## src/rtl/calc_sequencer.sv

```systemverilog
// calc_sequencer
//   Programmable controller for the calc accumulator/ALU datapath. It holds a
//   program of (ALU op, 16-bit operand) entries. On start it can clear the
//   accumulator first. For each entry it then drives op/operand, pulses apply,
//   waits SETTLE cycles and captures the calc result.
//
// Ports
//   clk, rst_n          clock (rising edge), asynchronous active-low reset
//   prog_we/addr/data   program write port; data = {op[2:0], operand[15:0]}
//   prog_len            number of entries to run, saturated to DEPTH
//   start, clr_first    begin a run (IDLE only); clear accumulator first
//   abort               return to IDLE next cycle, overrides everything
//   led_in              calc result input
//   alu_op, sw_out      op/operand to calc ({btnl,btnc,btnr} and sw)
//   apply, acc_rst      one-cycle pulses to calc (btnd and btnu)
//   busy, done          run in progress / one-cycle completion pulse
//   result, step_cnt    last captured led_in / entries completed this run
//   dbg_state           current FSM state
//
// Handshake: start is a single-cycle request that is taken only when busy is
// low; there is no back-pressure. apply, acc_rst and done are one-cycle pulses.
module calc_sequencer #(
  parameter int DEPTH  = 16,
  parameter int AW     = 4,
  parameter int SETTLE = 2
) (
  input  logic          clk,
  input  logic          rst_n,
  input  logic          prog_we,
  input  logic [AW-1:0] prog_addr,
  input  logic [18:0]   prog_data,
  input  logic [AW:0]   prog_len,
  input  logic          start,
  input  logic          clr_first,
  input  logic          abort,
  input  logic [15:0]   led_in,
  output logic [2:0]    alu_op,
  output logic [15:0]   sw_out,
  output logic          apply,
  output logic          acc_rst,
  output logic          busy,
  output logic          done,
  output logic [15:0]   result,
  output logic [AW:0]   step_cnt,
  output logic [2:0]    dbg_state
);

  typedef enum logic [2:0] {
    S_IDLE    = 3'd0,
    S_CLEAR   = 3'd1,
    S_ISSUE   = 3'd2,
    S_WAIT    = 3'd3,
    S_CAPTURE = 3'd4,
    S_FIN     = 3'd5
  } state_t;

  localparam int            WW      = (SETTLE > 1) ? $clog2(SETTLE) : 1;
  localparam logic [WW-1:0] WLOAD   = WW'(SETTLE - 1);
  localparam logic [AW:0]   DEPTH_L = (AW + 1)'(DEPTH);
  localparam logic [AW:0]   ONE_L   = (AW + 1)'(1);

  state_t        state, state_d;
  logic [AW-1:0] pc, pc_d;
  logic [AW:0]   len_q, len_d, len_sat;
  logic [WW-1:0] wcnt, wcnt_d;
  logic [AW:0]   step_d;
  logic [15:0]   result_d;
  logic [2:0]    op_d;
  logic [15:0]   sw_d;
  logic          apply_d, acc_rst_d, done_d, busy_d;
  logic          last;

  logic [18:0]   mem [DEPTH];

  assign len_sat   = (prog_len > DEPTH_L) ? DEPTH_L : prog_len;
  assign last      = ({1'b0, pc} == (len_q - ONE_L));
  assign dbg_state = state;

  // Program memory: writable only while idle, never reset.
  always_ff @(posedge clk) begin
    if (prog_we && (state == S_IDLE)) begin
      mem[prog_addr] <= prog_data;
    end
  end

  // Next-state and next-output logic. Every output register is loaded with
  // the value that belongs to the state being entered, so the pulses line
  // up exactly with their states.
  always_comb begin
    state_d   = state;
    pc_d      = pc;
    len_d     = len_q;
    wcnt_d    = wcnt;
    step_d    = step_cnt;
    result_d  = result;
    op_d      = alu_op;
    sw_d      = sw_out;
    apply_d   = 1'b0;
    acc_rst_d = 1'b0;
    done_d    = 1'b0;
    busy_d    = 1'b0;

    case (state)
      S_IDLE: begin
        if (start) begin
          len_d  = len_sat;
          pc_d   = '0;
          step_d = '0;
          if (clr_first)           state_d = S_CLEAR;
          else if (len_sat != '0)  state_d = S_ISSUE;
          else                     state_d = S_FIN;
        end
      end
      S_CLEAR: begin
        state_d = (len_q != '0) ? S_ISSUE : S_FIN;
      end
      S_ISSUE: begin
        wcnt_d  = WLOAD;
        state_d = S_WAIT;
      end
      S_WAIT: begin
        if (wcnt == '0) state_d = S_CAPTURE;
        else            wcnt_d  = wcnt - 1'b1;
      end
      S_CAPTURE: begin
        result_d = led_in;
        step_d   = step_cnt + ONE_L;
        if (last) begin
          state_d = S_FIN;
        end else begin
          pc_d    = pc + 1'b1;
          state_d = S_ISSUE;
        end
      end
      S_FIN: begin
        state_d = S_IDLE;
      end
      default: begin
        state_d = S_IDLE;
      end
    endcase

    // Abort wins over everything, including a start in the same cycle;
    // progress registers keep what they had.
    if (abort) begin
      state_d  = S_IDLE;
      pc_d     = pc;
      len_d    = len_q;
      wcnt_d   = wcnt;
      step_d   = step_cnt;
      result_d = result;
    end

    if (state_d == S_ISSUE) begin
      op_d    = mem[pc_d][18:16];
      sw_d    = mem[pc_d][15:0];
      apply_d = 1'b1;
    end
    acc_rst_d = (state_d == S_CLEAR);
    done_d    = (state_d == S_FIN);
    busy_d    = (state_d != S_IDLE);
  end

  always_ff @(posedge clk or negedge rst_n) begin
    if (!rst_n) begin
      state    <= S_IDLE;
      pc       <= '0;
      len_q    <= '0;
      wcnt     <= '0;
      step_cnt <= '0;
      result   <= '0;
      alu_op   <= '0;
      sw_out   <= '0;
      apply    <= 1'b0;
      acc_rst  <= 1'b0;
      done     <= 1'b0;
      busy     <= 1'b0;
    end else begin
      state    <= state_d;
      pc       <= pc_d;
      len_q    <= len_d;
      wcnt     <= wcnt_d;
      step_cnt <= step_d;
      result   <= result_d;
      alu_op   <= op_d;
      sw_out   <= sw_d;
      apply    <= apply_d;
      acc_rst  <= acc_rst_d;
      done     <= done_d;
      busy     <= busy_d;
    end
  end

endmodule

```

## config.mk

```make
export PLATFORM = sky130hd
export DESIGN_NAME = calc_sequencer
export DESIGN_NICKNAME = d
export VERILOG_FILES = /design/src/rtl/calc_sequencer.sv
export SDC_FILE = /design/constraint.sdc
export NUM_CORES = 1
export LEC_CHECK = 0
export CAP_MARGIN = 15
export CORE_MARGIN = 8
export CORE_UTILIZATION = 55
export CTS_BUF_LIST = sky130_fd_sc_hd__clkbuf_8
export DETAILED_ROUTE_END_ITERATION = 8
export GPL_ROUTABILITY_DRIVEN = 0
export HOLD_SLACK_MARGIN = 0.05
export PLACE_DENSITY = 0.82
export SYNTH_ARGS = -nofsm -noshare
export SYNTH_HDL_FRONTEND = slang
export SYNTH_SLANG_ARGS = --single-unit
```

## constraint.sdc

```tcl
create_clock -name clk -period 2.95 [get_ports clk]
set_clock_uncertainty 0.15 [all_clocks]
set_input_delay 0.59 -clock clk [delete_from_list [all_inputs] [get_ports clk]]
set_output_delay 0.59 -clock clk [all_outputs]
set_load 0.01 [all_outputs]
```

==> results.md <==
- Final instance area: 0.0185 mm²
- Syn_nets: 1,142
- Initial Util: between 50% and 60%
- Cell Area, Placed: between 0.015 and 0.02 mm²
- Switching part of the total: 32.4%
- Synth Register Bits: approximately 360
- YS warnings: 0
- Initial DRC count: 1,236
- Gr ovfl total: 0
- Final setup vio count: 19
- Post-Syn Area: around 0.014 mm²
- DRT Pass-1 Iters: 5
- DIE WIDTH: 178 µm
- Final WS setup: -0.239 ns
- Crit path capture type: flip-flop
- RR Endpoint: sw_out[14]
- WL final: approximately 40,000 µm
- Post-DP HPWL: 23,400 µm
- Global-route wire length before repair: between 60,000 and 70,000 µm
- Final nets: 1,359
- Synth area leader: edfxtp_1
- R2R setup slack: -0.24 ns
- Diode count: 0
- Worst Tran Pin Value: about 0.67 ns
- Startpoint types: flip-flop
- Crit path max fanout: 12
- Cts bufs inserted: 54
- Pleak: 0.00684 µW
- Net switching power: between 4000 and 5000 µW
- Num ports: 97
- Unrepaired setup endpoints after global routing: true
- Layout fillers: 1,511
- Combinational Power Share: 32.2%
- H-tree Lvls: 2
- FMAX: about 310 MHz
- Sequential area share after synthesis: around three quarters
- Synth top cells by count: edfxtp_1, nand2_1, nand3_1
- Total power: 15,000 µW
- GRT Util Overall: between 20% and 30%
- Synth Area per Inst: 13.2 µm²
- Via-to-Cell Ratio: 6.19
- Failing checks: negative setup slack
- CTS max path bufs: 3
- Sink Count: 361
- Internal power: 10,100 µW
- WP data required: 3.33 ns
- Worst min path class: primary input to async pin
- Via Count: around 10,000
- Die height: approximately 180 µm
- Maxcap violations: 0
- R2r startpoint: len_q[1]
- Worst vdd ir: 0.460 mV
- Die ar.: 0.0316 mm²
- Sequential Power Share: between 40% and 50%
- Number of global-route vias before repair: 10,700
- CTS tree: done
- Crit path kind: flip-flop to flip-flop
- Clock power share: 26.1%
- Number of synthesized flops with an enable pin: 304
- DRC viols: 0
- Async set-or-reset flop fraction in the synthesized netlist: 15.8%
- Library cells used by synthesis: 52
- IO buf count: 96
- Most frequent cell after synthesis: edfxtp_1
- DR WL/cell: 24.4 µm
- Slew HR: 55.0%
- Syn Inst Count: 1,089
- Area grow syn2layout: 28.1%
- Fin util: a little under three quarters
- Reg2reg path depth: 14
- Core area: ~0.026 mm²
- Final Hold Violating Endpoints: 0
- Skew-Pair Late Insertion Delay: between 0.6 and 0.7 ns
- Post-synth top flop: edfxtp_1
- Synth top area share: 63.4%
- Largest net degree at the start of global routing: 29
- Ranking of synthesized cells by area: edfxtp_1, dfrtp_1, nand2_1
- Fin. max-slew vios: 0
- Clock root cell: clkbuf_8
- # rows: just under 60
- Pwr dens: 810 mW/mm²
- Initial antenna violation count: 0
- Clk slew on worst S/H paths: 0.07 ns
- Post-route ant nets: 0
- Post-route clock period utilization: 108%
- Worst path arrival time: roughly 3.6 ns
- Layout cells sized above 1: 23.9%
- Fin crit period: ~3.2 ns
- Status: finished with violations
[critical path, cell delays in order (launching register included)]
cell and delay [ns]:
dfrtp_1 0.39, inv_2 0.09, ha_4 0.15, or3b_4 0.41, nor2_4 0.11, o311ai_4 0.15
buf_12 0.17, a21o_1 0.19, nand2_4 0.14, buf_12 0.20, buf_12 0.15, nand2_1 0.16
a221oi_4 0.43, o21bai_4 0.09, o211ai_2 0.08
[state kept, by name, indices dropped and copies added, names as in the netlist, 3 cells and up]
signal / flops
alu_op: 3
dbg_state: 3
len_q: 5
mem: 304
pc: 4
result: 16
step_cnt: 5
sw_out: 16
[kinds of logic after synthesis]
logic type      synth area share (%)
simple gates                    13.2
mux                             1.40
compound gates                  9.16
xor+xnor                       0.486
flops                           73.3
buf+inv                         2.26
fa+ha+maj                      0.261
[layer usage]
metal  track usage [%]  share of wire (%)  vias up
met1              31.2                 36     5094
met2              41.5                 48      735
li1                  -                  -     4458
met3              5.47                 11      156
met5                 0                  0        -
met4              13.3                4.9        0
[power by group through the flow]
stage | Clock (µW) | Sequential [µW] | Combinational [µW]
after floorplan | 0 | 6360 | 2030
after global placement | 0 | 6310 | 3740
after detailed placement | 0 | 6310 | 3900
after CTS | 3880 | 6210 | 4520
after global routing | 4140 | 6260 | 5120
final | 3910 | 6230 | 4810
[cell usage in the layout, fill, tap and decap left out, drive strengths merged, types with 2 or more instances in the layout]
master	netlist	routed
edfxtp	304	304
nand2	268	268
buf	41	122
nand3	98	98
a21oi	98	98
clkdlybuf4s50	0	95
clkbuf	18	61
dfrtp	57	57
a221oi	38	38
nor2	33	33
inv	11	28
clkinv	1	22
o21bai	20	20
o211ai	20	20
mux2	17	17
nor3	10	10
o21ai	9	9
nand2b	6	6
xor2	5	5
nand3b	4	4
nand4	4	4
or3	4	4
xnor2	3	3
ha	3	3
or2	2	2
a21o	2	2
clkinvlp	0	2
[per-stage QoR]
step	TNS [ns]	hold slack, ns	worst slack [ns]	cells
2_1_floorplan	0	0.144	0.109	1089
3_3_place_gp	-4.66	0.321	-0.262	1560
3_5_place_dp	-6.15	0.325	-0.382	1560
4_1_cts	-1.82	0.304	-0.119	1680
5_1_grt	-5.36	0.330	-0.432	1686
6_report	-3.48	0.310	-0.239	1686
[how the worst max path moves through the flow]
stage | startpoint | to | slack (ns) | cells past startpoint
finish | len_q[1] | sw_out[14] | -0.24 | 14
global route | len_q[1] | sw_out[10] | -0.43 | 14
global placement | prog_len[2] | sw_out[12] | -0.26 | 11
CTS | len_q[1] | sw_out[12] | -0.12 | 14
detailed placement | prog_len[2] | sw_out[13] | -0.38 | 11
floorplan | len_q[0] | alu_op[0] | 0.11 | 12
[area by class of cell]
cell class	instances	area, µm²	share of cell area [%]
inverter	12	56.3	0.305
clock buffer	60	826	4.48
timing repair buffer	220	2360	12.8
multi-input combinational	657	4030	21.9
sequential	361	10600	57.2
clock inverter	41	205	1.11
tap	335	419	2.27
[timing repair]
action                                 4_1_cts  5_1_grt
gates cloned                                 5        1
buffers inserted                            13        5
gates resized for setup                     93       28
pin swaps                                   24       19
endpoints found under the hold margin       15        0
hold buffers                                 1        0
setup endpoints to repair                   19       19
Power figures use the tool's default switching activity.
